===== src/rtl/multicycle_control_if.sv =====
// ---------------------------------------------------------------------------
// multicycle_control_if
// Memory request/ready handshake between the multicycle control FSM and
// the unified instruction/data memory.
//   mem_req   : controller -> memory, access request
//   mem_we    : controller -> memory, write strobe (valid with mem_req)
//   i_or_d    : controller -> datapath address mux, 0 = PC, 1 = ALUOut
//   mem_ready : memory -> controller, current request completes this cycle
// ---------------------------------------------------------------------------
interface multicycle_control_if;
  logic mem_req;
  logic mem_we;
  logic i_or_d;
  logic mem_ready;

  modport master (
    output mem_req,
    output mem_we,
    output i_or_d,
    input  mem_ready
  );

  modport slave (
    input  mem_req,
    input  mem_we,
    input  i_or_d,
    output mem_ready
  );
endinterface


===== src/rtl/multicycle_control.sv =====
// ---------------------------------------------------------------------------
// multicycle_control
// Control FSM for the shared multicycle MIPS datapath. Sequences each
// instruction over several clocks (R-type 4, LW 5, SW 4, BNE 3, plus memory
// wait cycles), owns the memory handshake and declares a sticky bus error
// when a request waits too long.
//
// Parameters
//   MEM_TIMEOUT : wait cycles (mem_req=1, mem_ready=0) tolerated before a
//                 bus error; must be >= 1
//   CNT_W       : width of the wait counter; must hold MEM_TIMEOUT
//
// Ports
//   clk, rst_n      : rising-edge clock, asynchronous active-low reset
//   run             : allows instruction fetch; low keeps the FSM in FETCH
//   opcode[4:0]     : IR opcode field, valid from DECODE onward
//   mem             : memory handshake (mem_req, mem_we, i_or_d, mem_ready)
//   ir_write        : load IR
//   pc_write        : unconditional PC load
//   pc_write_cond   : PC load when ALU zero == 0 (BNE)
//   pc_source       : 0 = ALU result, 1 = ALUOut
//   alu_src_a       : 0 = PC, 1 = register A
//   alu_src_b[1:0]  : 00 = B, 01 = 1, 10 = sign-extended imm, 11 = PC offset
//   alu_op[2:0]     : 000 AND, 001 OR, 011 ADD, 100 SUB, 101 SLT
//   reg_dst         : 1 = rd, 0 = rt
//   mem_to_reg      : 1 = MDR, 0 = ALUOut
//   reg_write       : register file write enable
//   state[3:0]      : current state (debug)
//   illegal         : sticky, undefined opcode decoded
//   bus_error       : sticky, memory request timed out
// ---------------------------------------------------------------------------
module multicycle_control #(
  parameter int MEM_TIMEOUT = 16,
  parameter int CNT_W       = 5
) (
  input  logic                        clk,
  input  logic                        rst_n,
  input  logic                        run,
  input  logic [4:0]                  opcode,
  multicycle_control_if.master        mem,
  output logic                        ir_write,
  output logic                        pc_write,
  output logic                        pc_write_cond,
  output logic                        pc_source,
  output logic                        alu_src_a,
  output logic [1:0]                  alu_src_b,
  output logic [2:0]                  alu_op,
  output logic                        reg_dst,
  output logic                        mem_to_reg,
  output logic                        reg_write,
  output logic [3:0]                  state,
  output logic                        illegal,
  output logic                        bus_error
);

  typedef enum logic [3:0] {
    S_FETCH    = 4'd0,
    S_DECODE   = 4'd1,
    S_EXEC_R   = 4'd2,
    S_WB_R     = 4'd3,
    S_MEM_ADDR = 4'd4,
    S_MEM_RD   = 4'd5,
    S_WB_MEM   = 4'd6,
    S_MEM_WR   = 4'd7,
    S_BRANCH   = 4'd8
  } state_t;

  localparam logic [4:0] OP_AND = 5'h00;
  localparam logic [4:0] OP_OR  = 5'h01;
  localparam logic [4:0] OP_ADD = 5'h02;
  localparam logic [4:0] OP_SUB = 5'h06;
  localparam logic [4:0] OP_SLT = 5'h07;
  localparam logic [4:0] OP_LW  = 5'h08;
  localparam logic [4:0] OP_SW  = 5'h0A;
  localparam logic [4:0] OP_BNE = 5'h0E;

  localparam logic [2:0] ALU_AND = 3'b000;
  localparam logic [2:0] ALU_OR  = 3'b001;
  localparam logic [2:0] ALU_ADD = 3'b011;
  localparam logic [2:0] ALU_SUB = 3'b100;
  localparam logic [2:0] ALU_SLT = 3'b101;

  localparam logic [CNT_W-1:0] WAIT_LAST = CNT_W'(MEM_TIMEOUT - 1);

  state_t             state_reg, state_next;
  logic [4:0]         op_reg, op_next;
  logic [CNT_W-1:0]   wait_cnt_reg, wait_cnt_next;
  logic               illegal_reg, illegal_next;
  logic               bus_error_reg, bus_error_next;

  // Raw (ungated) versions of the signals that must vanish during reset.
  logic               req_c, we_c, iod_c, ir_write_c, pc_write_c;
  logic               waiting;

  // ALU function for the R-type instruction latched in op_reg.
  function automatic logic [2:0] r_alu_op(input logic [4:0] op);
    logic [2:0] f;
    f = ALU_AND;
    case (op)
      OP_AND:  f = ALU_AND;
      OP_OR:   f = ALU_OR;
      OP_ADD:  f = ALU_ADD;
      OP_SUB:  f = ALU_SUB;
      OP_SLT:  f = ALU_SLT;
      default: f = ALU_AND;
    endcase
    return f;
  endfunction

  always_ff @(posedge clk or negedge rst_n) begin
    if (!rst_n) begin
      state_reg     <= S_FETCH;
      op_reg        <= '0;
      wait_cnt_reg  <= '0;
      illegal_reg   <= 1'b0;
      bus_error_reg <= 1'b0;
    end else begin
      state_reg     <= state_next;
      op_reg        <= op_next;
      wait_cnt_reg  <= wait_cnt_next;
      illegal_reg   <= illegal_next;
      bus_error_reg <= bus_error_next;
    end
  end

  always_comb begin
    state_next     = state_reg;
    op_next        = op_reg;
    wait_cnt_next  = '0;
    illegal_next   = illegal_reg;
    bus_error_next = bus_error_reg;
    req_c          = 1'b0;
    we_c           = 1'b0;
    iod_c          = 1'b0;
    ir_write_c     = 1'b0;
    pc_write_c     = 1'b0;
    pc_write_cond  = 1'b0;
    pc_source      = 1'b0;
    alu_src_a      = 1'b0;
    alu_src_b      = 2'b00;
    alu_op         = ALU_AND;
    reg_dst        = 1'b0;
    mem_to_reg     = 1'b0;
    reg_write      = 1'b0;
    waiting        = 1'b0;

    case (state_reg)
      S_FETCH: begin
        // PC + 1 is computed while the instruction is read.
        alu_src_a = 1'b0;
        alu_src_b = 2'b01;
        alu_op    = ALU_ADD;
        req_c     = run;
        if (run && mem.mem_ready) begin
          ir_write_c = 1'b1;
          pc_write_c = 1'b1;
          state_next = S_DECODE;
        end
      end

      S_DECODE: begin
        // Branch target computed speculatively into ALUOut.
        alu_src_b = 2'b11;
        alu_op    = ALU_ADD;
        op_next   = opcode;
        case (opcode)
          OP_AND, OP_OR, OP_ADD, OP_SUB, OP_SLT: state_next = S_EXEC_R;
          OP_LW, OP_SW:                          state_next = S_MEM_ADDR;
          OP_BNE:                                state_next = S_BRANCH;
          default: begin
            illegal_next = 1'b1;
            state_next   = S_FETCH;
          end
        endcase
      end

      S_EXEC_R: begin
        alu_src_a  = 1'b1;
        alu_src_b  = 2'b00;
        alu_op     = r_alu_op(op_reg);
        state_next = S_WB_R;
      end

      S_WB_R: begin
        // ALU function held so the result stays stable through write-back.
        alu_op     = r_alu_op(op_reg);
        reg_dst    = 1'b1;
        reg_write  = 1'b1;
        state_next = S_FETCH;
      end

      S_MEM_ADDR: begin
        alu_src_a  = 1'b1;
        alu_src_b  = 2'b10;
        alu_op     = ALU_ADD;
        state_next = (op_reg == OP_LW) ? S_MEM_RD : S_MEM_WR;
      end

      S_MEM_RD: begin
        iod_c = 1'b1;
        req_c = 1'b1;
        if (mem.mem_ready) state_next = S_WB_MEM;
      end

      S_WB_MEM: begin
        mem_to_reg = 1'b1;
        reg_write  = 1'b1;
        state_next = S_FETCH;
      end

      S_MEM_WR: begin
        iod_c = 1'b1;
        req_c = 1'b1;
        we_c  = 1'b1;
        if (mem.mem_ready) state_next = S_FETCH;
      end

      S_BRANCH: begin
        alu_src_a     = 1'b1;
        alu_src_b     = 2'b00;
        alu_op        = ALU_SUB;
        pc_source     = 1'b1;
        pc_write_cond = 1'b1;
        state_next    = S_FETCH;
      end

      default: state_next = S_FETCH;
    endcase

    // Wait-state watchdog. A ready in the last allowed cycle completes the
    // request normally; otherwise the access is abandoned and the FSM goes
    // back to FETCH, which refetches the unchanged PC.
    waiting = req_c & ~mem.mem_ready;
    if (waiting && (wait_cnt_reg == WAIT_LAST)) begin
      bus_error_next = 1'b1;
      state_next     = S_FETCH;
      wait_cnt_next  = '0;
    end else if ((state_next != state_reg) || !req_c) begin
      wait_cnt_next = '0;
    end else if (waiting) begin
      wait_cnt_next = wait_cnt_reg + 1'b1;
    end
  end

  // Request and write strobes are gated by rst_n so an access in flight is
  // dropped the instant reset asserts, not at the next clock.
  assign mem.mem_req = req_c & rst_n;
  assign mem.mem_we  = we_c & rst_n;
  assign mem.i_or_d  = iod_c;
  assign ir_write    = ir_write_c & rst_n;
  assign pc_write    = pc_write_c & rst_n;
  assign state       = state_reg;
  assign illegal     = illegal_reg;
  assign bus_error   = bus_error_reg;

endmodule

===== src/flat_wrapper.sv =====
// flat-port wrapper written by rule: the top's interface ports become plain ports
module multicycle_control_flat 
#(
  parameter int MEM_TIMEOUT = 16,
  parameter int CNT_W       = 5
)
  (clk, rst_n, run, opcode, ir_write, pc_write, pc_write_cond, pc_source, alu_src_a, alu_src_b, alu_op, reg_dst, mem_to_reg, reg_write, state, illegal, bus_error, mem_mem_req, mem_mem_we, mem_i_or_d, mem_mem_ready);
  multicycle_control_if mem_i ();
  input  logic clk;
  input  logic rst_n;
  input  logic run;
  input  logic [4:0] opcode;
  output logic ir_write;
  output logic pc_write;
  output logic pc_write_cond;
  output logic pc_source;
  output logic alu_src_a;
  output logic [1:0] alu_src_b;
  output logic [2:0] alu_op;
  output logic reg_dst;
  output logic mem_to_reg;
  output logic reg_write;
  output logic [3:0] state;
  output logic illegal;
  output logic bus_error;
  output wire logic [$bits(mem_i.mem_req)-1:0] mem_mem_req;
  output wire logic [$bits(mem_i.mem_we)-1:0] mem_mem_we;
  output wire logic [$bits(mem_i.i_or_d)-1:0] mem_i_or_d;
  input wire logic [$bits(mem_i.mem_ready)-1:0] mem_mem_ready;
  assign mem_mem_req = mem_i.mem_req;
  assign mem_mem_we = mem_i.mem_we;
  assign mem_i_or_d = mem_i.i_or_d;
  assign mem_i.mem_ready = mem_mem_ready;
  multicycle_control #(.MEM_TIMEOUT(MEM_TIMEOUT), .CNT_W(CNT_W)) u_core (.clk(clk), .rst_n(rst_n), .run(run), .opcode(opcode), .mem(mem_i), .ir_write(ir_write), .pc_write(pc_write), .pc_write_cond(pc_write_cond), .pc_source(pc_source), .alu_src_a(alu_src_a), .alu_src_b(alu_src_b), .alu_op(alu_op), .reg_dst(reg_dst), .mem_to_reg(mem_to_reg), .reg_write(reg_write), .state(state), .illegal(illegal), .bus_error(bus_error));
endmodule

===== config.mk =====
export PLATFORM = sky130hd
export DESIGN_NAME = multicycle_control_flat
export DESIGN_NICKNAME = d
export VERILOG_FILES = /design/src/rtl/multicycle_control_if.sv /design/src/rtl/multicycle_control.sv /design/src/flat_wrapper.sv
export SDC_FILE = /design/constraint.sdc
export NUM_CORES = 1
export LEC_CHECK = 0
export BUFFER_PORTS_ARGS = -buffer_cell sky130_fd_sc_hd__buf_4
export CAP_MARGIN = 15
export CELL_PAD_IN_SITES_DETAIL_PLACEMENT = 0
export CELL_PAD_IN_SITES_GLOBAL_PLACEMENT = 1
export CORE_UTILIZATION = 35
export CTS_BUF_LIST = sky130_fd_sc_hd__clkbuf_8
export CTS_CLUSTER_SIZE = 40
export DETAILED_ROUTE_END_ITERATION = 10
export MAX_ROUTING_LAYER = met4
export PLACE_DENSITY_LB_ADDON = 0.1
export SYNTH_ARGS = -nofsm -noshare
export SYNTH_HDL_FRONTEND = slang
export SYNTH_SLANG_ARGS = --single-unit
export TNS_END_PERCENT = 50

===== constraint.sdc =====
create_clock -name clk -period 1.8 [get_ports clk]
set_input_delay 0.27 -clock clk [delete_from_list [all_inputs] [get_ports clk]]
set_output_delay 0.27 -clock clk [all_outputs]
set_load 0.01 [all_outputs]

[Yosys cells after proc, flatten, opt, wreduce, memory -nomap -nowiden]
Index checks and enable logic that the tools add are counted.
Widths: inputs -> output; s select.
Operators by class
  add/sub/neg operators: 1
  multipliers: 0
  div/mod/pow operators: 0
  magnitude comparators: 0
  equal/unequal tests: 22
  shifts and indexed selects: 0
  muxes and demuxes: 23
  bitwise gates (word level): 6
  reductions and logical operators: 15
Operators by type and width (number)
  $eq 5x4->1 const B: 5
  $pmux 4 s6: 1
  $eq 5x3->1 const B: 4
  $eq 4x3->1 const B: 4
  $mux 4: 4
  $mux 5: 3
  $pmux 3 s4: 1
  $pmux 4 s3: 1
  $eq 5x1->1 const B: 2
  $eq 5x2->1 const B: 2
  $mux 1: 9
  $pmux 3 s3: 1
  $eq 4x2->1 const B: 2
  $reduce_or 2->1: 4
  $reduce_or 8->1: 1
  $pmux 2 s3: 1
  $reduce_or 3->1: 2
  $add 5x1->5 const B: 1
  $logic_not 5->1: 1
  $reduce_or 5->1: 1
  $and 1x1->1: 4
  $eq 4x1->1 const B: 1
  $eq 4x4->1 const B: 1
  $logic_not 4->1: 1
  8 further kinds: 10
Word-level totals
  register bits after elaboration: 16
  latch bits: 0
  bits in writable memories: 0
  bits in read-only memories: 0
  input bits: 9
  output and inout port bits: 22
  logic and storage cells: 72
  memories kept: 0

[Longest topological paths before layout]
  depth after elaboration: 8
  depth in mapped cells: 6
  gate-level depth less buffers: 6

[Worst setup path before layout]
Ideal clock, no wire load.
  kind: register -> output
  start point: register u_core.state_reg[3] (netlist: u_core.state[3])
  end point: output port pc_write_cond
  data arrival time: 1513 ps
  required time: 1530 ps
  setup slack: 17 ps
  cell stages (with the launch flop): 4
  cell sequence: dfrtp_1 > buf_2 > nor4b_1 > buf_4
Between the ends
  cells in the longest elaborated chain, start to end: 2
Ends and longest elaborated chain
  from (decl): line multicycle_control.sv:85  | state_t state_reg, state_next;
  from (signal assigned): line multicycle_control.sv:118  | state_reg <= state_next;
  $eq 4x4->1
  $mux 1
  to (decl): line flat_wrapper.sv:15  | output logic pc_write_cond;
No other way between the ends.

[Worst setup path after layout]
  start point: register u_core.state_reg[2] (netlist: u_core.state[2])
  end point: output port mem_mem_req
Between the ends
  cells in the longest elaborated chain, start to end: 4
  elaborated cells between the ends (all ways): 6
  classes of those cells: eq/ne (2); mux (1); bitwise (1); reduce/logical (2)
Ends and longest elaborated chain
  $eq 4x3->1: line multicycle_control.sv:147  | case (state_reg)
  $reduce_or 2->1 (no line)
  $pmux 1 s2 *: line multicycle_control.sv:147
  $and 1x1->1 *: line multicycle_control.sv:247  | assign mem.mem_req = req_c & rst_n;
  to (decl): line flat_wrapper.sv:26  | output wire logic [$bits(mem_i.mem_req)-1:0] mem_mem_req;
Mark *: on every way between the ends. The rest lies on a longest branch, timed or not.

==> impl_metrics.env <==
export IMPL_status="finished clean"
export IMPL_drv_slew=0
export IMPL_power_uw=1830
export IMPL_min_delay_start="opcode[1]"
export IMPL_period_minus_slack_ps=1800
export IMPL_peakVddDrop_mv=0.627
export IMPL_diodes=0
export IMPL_power_leakage_uw=0.000638
export IMPL_rsz0062_at_grt="yes"
export IMPL_final_cell_mix="buf_4 (37), nor2_1 (19), dfrtp_1 (13)"
export IMPL_syn_area_per_cell_sq_um=9.22
export IMPL_endpoint_kind="output port"
export IMPL_r2r_end="u_core.wait_cnt_reg[3]"
export IMPL_synthAdderAreaFrac_pct=2.49
export IMPL_root_buffer="clkbuf_8"
export IMPL_power_density_nw_per_um2=1330
export IMPL_synthSimpleGateAreaFrac_pct=30.8
export IMPL_clk_pin_slew_ps=60
export IMPL_grt_pass1_vias=851
export IMPL_finalCritPeriodShare_pct=99.9
export IMPL_portBuffers=30
export IMPL_relSlewSlack_pct=67.3
export IMPL_cts_sinks=16
export IMPL_synthDistinctLibCells=39
export IMPL_worstReg2RegStart="u_core.state[2]"
export IMPL_syn_inst=109
export IMPL_synth_ff_type="dfrtp_1"
export IMPL_synth_top_family_by_area="simple AND/OR/NAND/NOR gates"
export IMPL_clk_latency_ps=240
export IMPL_drive_above_1_share_pct=39.6
export IMPL_synth_warnings=0
export IMPL_wirelength_mm=2.23
export IMPL_drt_iter0_drc=23
export IMPL_r2r_setup_slack_ps=220
export IMPL_nets=156
export IMPL_grt_ovfl_total=0
export IMPL_num_io_pins=31
export IMPL_ys_async_sr_fraction_pct=100
export IMPL_clk_path_buf_depth=2
export IMPL_grt_max_degree=17
export IMPL_ant_nets=0
export IMPL_worst_slew_pin_slew_ps=489
export IMPL_synth_compound_area_share_pct=11.0
export IMPL_synth_seq_cells=16
export IMPL_dieHeight_microns=55.6
export IMPL_dieArea_sq_um=3090
export IMPL_syn_cell_area_sq_um=1000
export IMPL_critical_path_class="reg -> out"
export IMPL_hold_viol=0
export IMPL_min_path_type="in -> reg"
export IMPL_numCtsBuffers=3
export IMPL_syn_to_final_growth_pct=37.2
export IMPL_synth_seq_area_share_pct=39.9
export IMPL_reg2reg_depth=5
export IMPL_core_area_sq_um=2730
export IMPL_initial_utilization_pct=36.8
export IMPL_drv_cap=0
export IMPL_row_count=19
export IMPL_vias_per_cell=5.13
export IMPL_cts_tree="built"
export IMPL_synthMuxAreaShare_pct=5.60
export IMPL_start_kind="register"
export IMPL_finalSetupTns_ps=0
export IMPL_required_ps=1530
export IMPL_track_usage_pct=15.8
export IMPL_wl_per_cell_microns=12.7
export IMPL_synth_edf_count=0
export IMPL_htreeDepth=1
export IMPL_syn_num_nets=120
export IMPL_holdPathEnd="u_core.state[3]"
export IMPL_antenna_found_initial=0
export IMPL_critical_path_peak_fanout=9
export IMPL_synth_xor_area_share_pct=4.36
export IMPL_vias=897
export IMPL_chipWidth_microns=55.6
export IMPL_setup_viol=0
export IMPL_grt_pass1_wl_mm=3.87
export IMPL_firstDrtPassIters=3
export IMPL_arrival_ps=1530
export IMPL_gp_congestion=0.752
export IMPL_mostFrequentLayoutCell="buf_4"
export IMPL_hold_depth=3
export IMPL_hpwl_mm=1.73
export IMPL_skew_ps=1.13
export IMPL_clock_fmax_mhz=556
export IMPL_fin_area_sq_um=1380
export IMPL_drc=0
export IMPL_placed_cell_area_sq_um=1280
[what timing repair did]
| action | in CTS | in global routing |
|---|---|---|
| hold buffers | 1 | 0 |
| setup buffers | 0 | 0 |
| hold endpoints to repair | 16 | 0 |
| resized for setup | 4 | 5 |
| pin swaps | 0 | 1 |
| endpoints found under the setup margin | 5 | 9 |
[worst max-delay path, cell delays in order, from the launching register on]
cell	delay, ps
dfrtp_2	440
buf_4	180
and2_2	240
o21bai_1	220
nor2_1	70
buf_4	140
[logic make-up (layout without fill, tap and decap cells)]
family / count (synthesis) / after routing
compound gates: 16 / 16
xor+xnor: 5 / 5
fa+ha+maj: 2 / 2
buf+inv: 11 / 46
flops: 16 / 16
mux: 5 / 5
simple gates: 54 / 54
[cells in the mapped netlist, types with 2 or more instances]
cell type / n / area (sq um)
nor2_1: 19 / 71.3
dfrtp_1: 16 / 400
nand2_1: 6 / 22.5
nor3_1: 6 / 30.0
mux2_2: 5 / 56.3
inv_1: 4 / 15.0
nand2b_1: 4 / 25.0
nand3_1: 4 / 20.0
a211oi_1: 3 / 22.5
buf_2: 3 / 15.0
nor4b_1: 3 / 26.3
o21ai_0: 3 / 15.0
xnor2_1: 3 / 26.3
a21oi_1: 2 / 10.0
buf_4: 2 / 15.0
ha_1: 2 / 25.0
xor2_1: 2 / 17.5
[per-layer routing]
layer	routed length (microns)	GRT usage (%)	vias to the layer above
met1	1040	20.6	426
met4	10	4.29	0
met5	0	-	-
li1	-	-	451
met2	1090	26.3	18
met3	86	1.63	2
[final cells by class]
class | count | area, sq um
inverter | 4 | 15.0
tap | 31 | 38.8
multi-input combinational | 82 | 578
clock buffer | 4 | 55.1
fill | 265 | 1360
sequential | 16 | 404
timing repair buffer | 38 | 288
[worst max-delay path by stage]
stage                                from          endpoint  cells after the start
after floorplan           u_core.state[3]     pc_write_cond                      3
after global placement    u_core.state[1]         alu_op[2]                      4
after detailed placement  u_core.state[1]  u_core.op_reg[3]                      2
after CTS                 u_core.state[2]       mem_mem_req                      5
after global routing      u_core.state[2]       mem_mem_req                      5
final                     u_core.state[2]       mem_mem_req                      5
[report_power, final]
group / internal, uW / total (uW) / switching [uW]
registers: 459 / 637 / 178
logic: 487 / 887 / 401
clock network: 193 / 305 / 112
[through the flow]
step	setup slack [ps]	utilization [%]	instances	hold WS, ps
2_1_floorplan	17.4	-	109	-25.6
3_3_place_gp	187	46.7	170	232
3_5_place_dp	180	46.7	170	236
4_1_cts	0.858	49.6	175	260
5_1_grt	-80.6	50.4	175	272
6_report	2.22	50.4	175	270
Note: power is estimated with default switching activity, not from simulation.
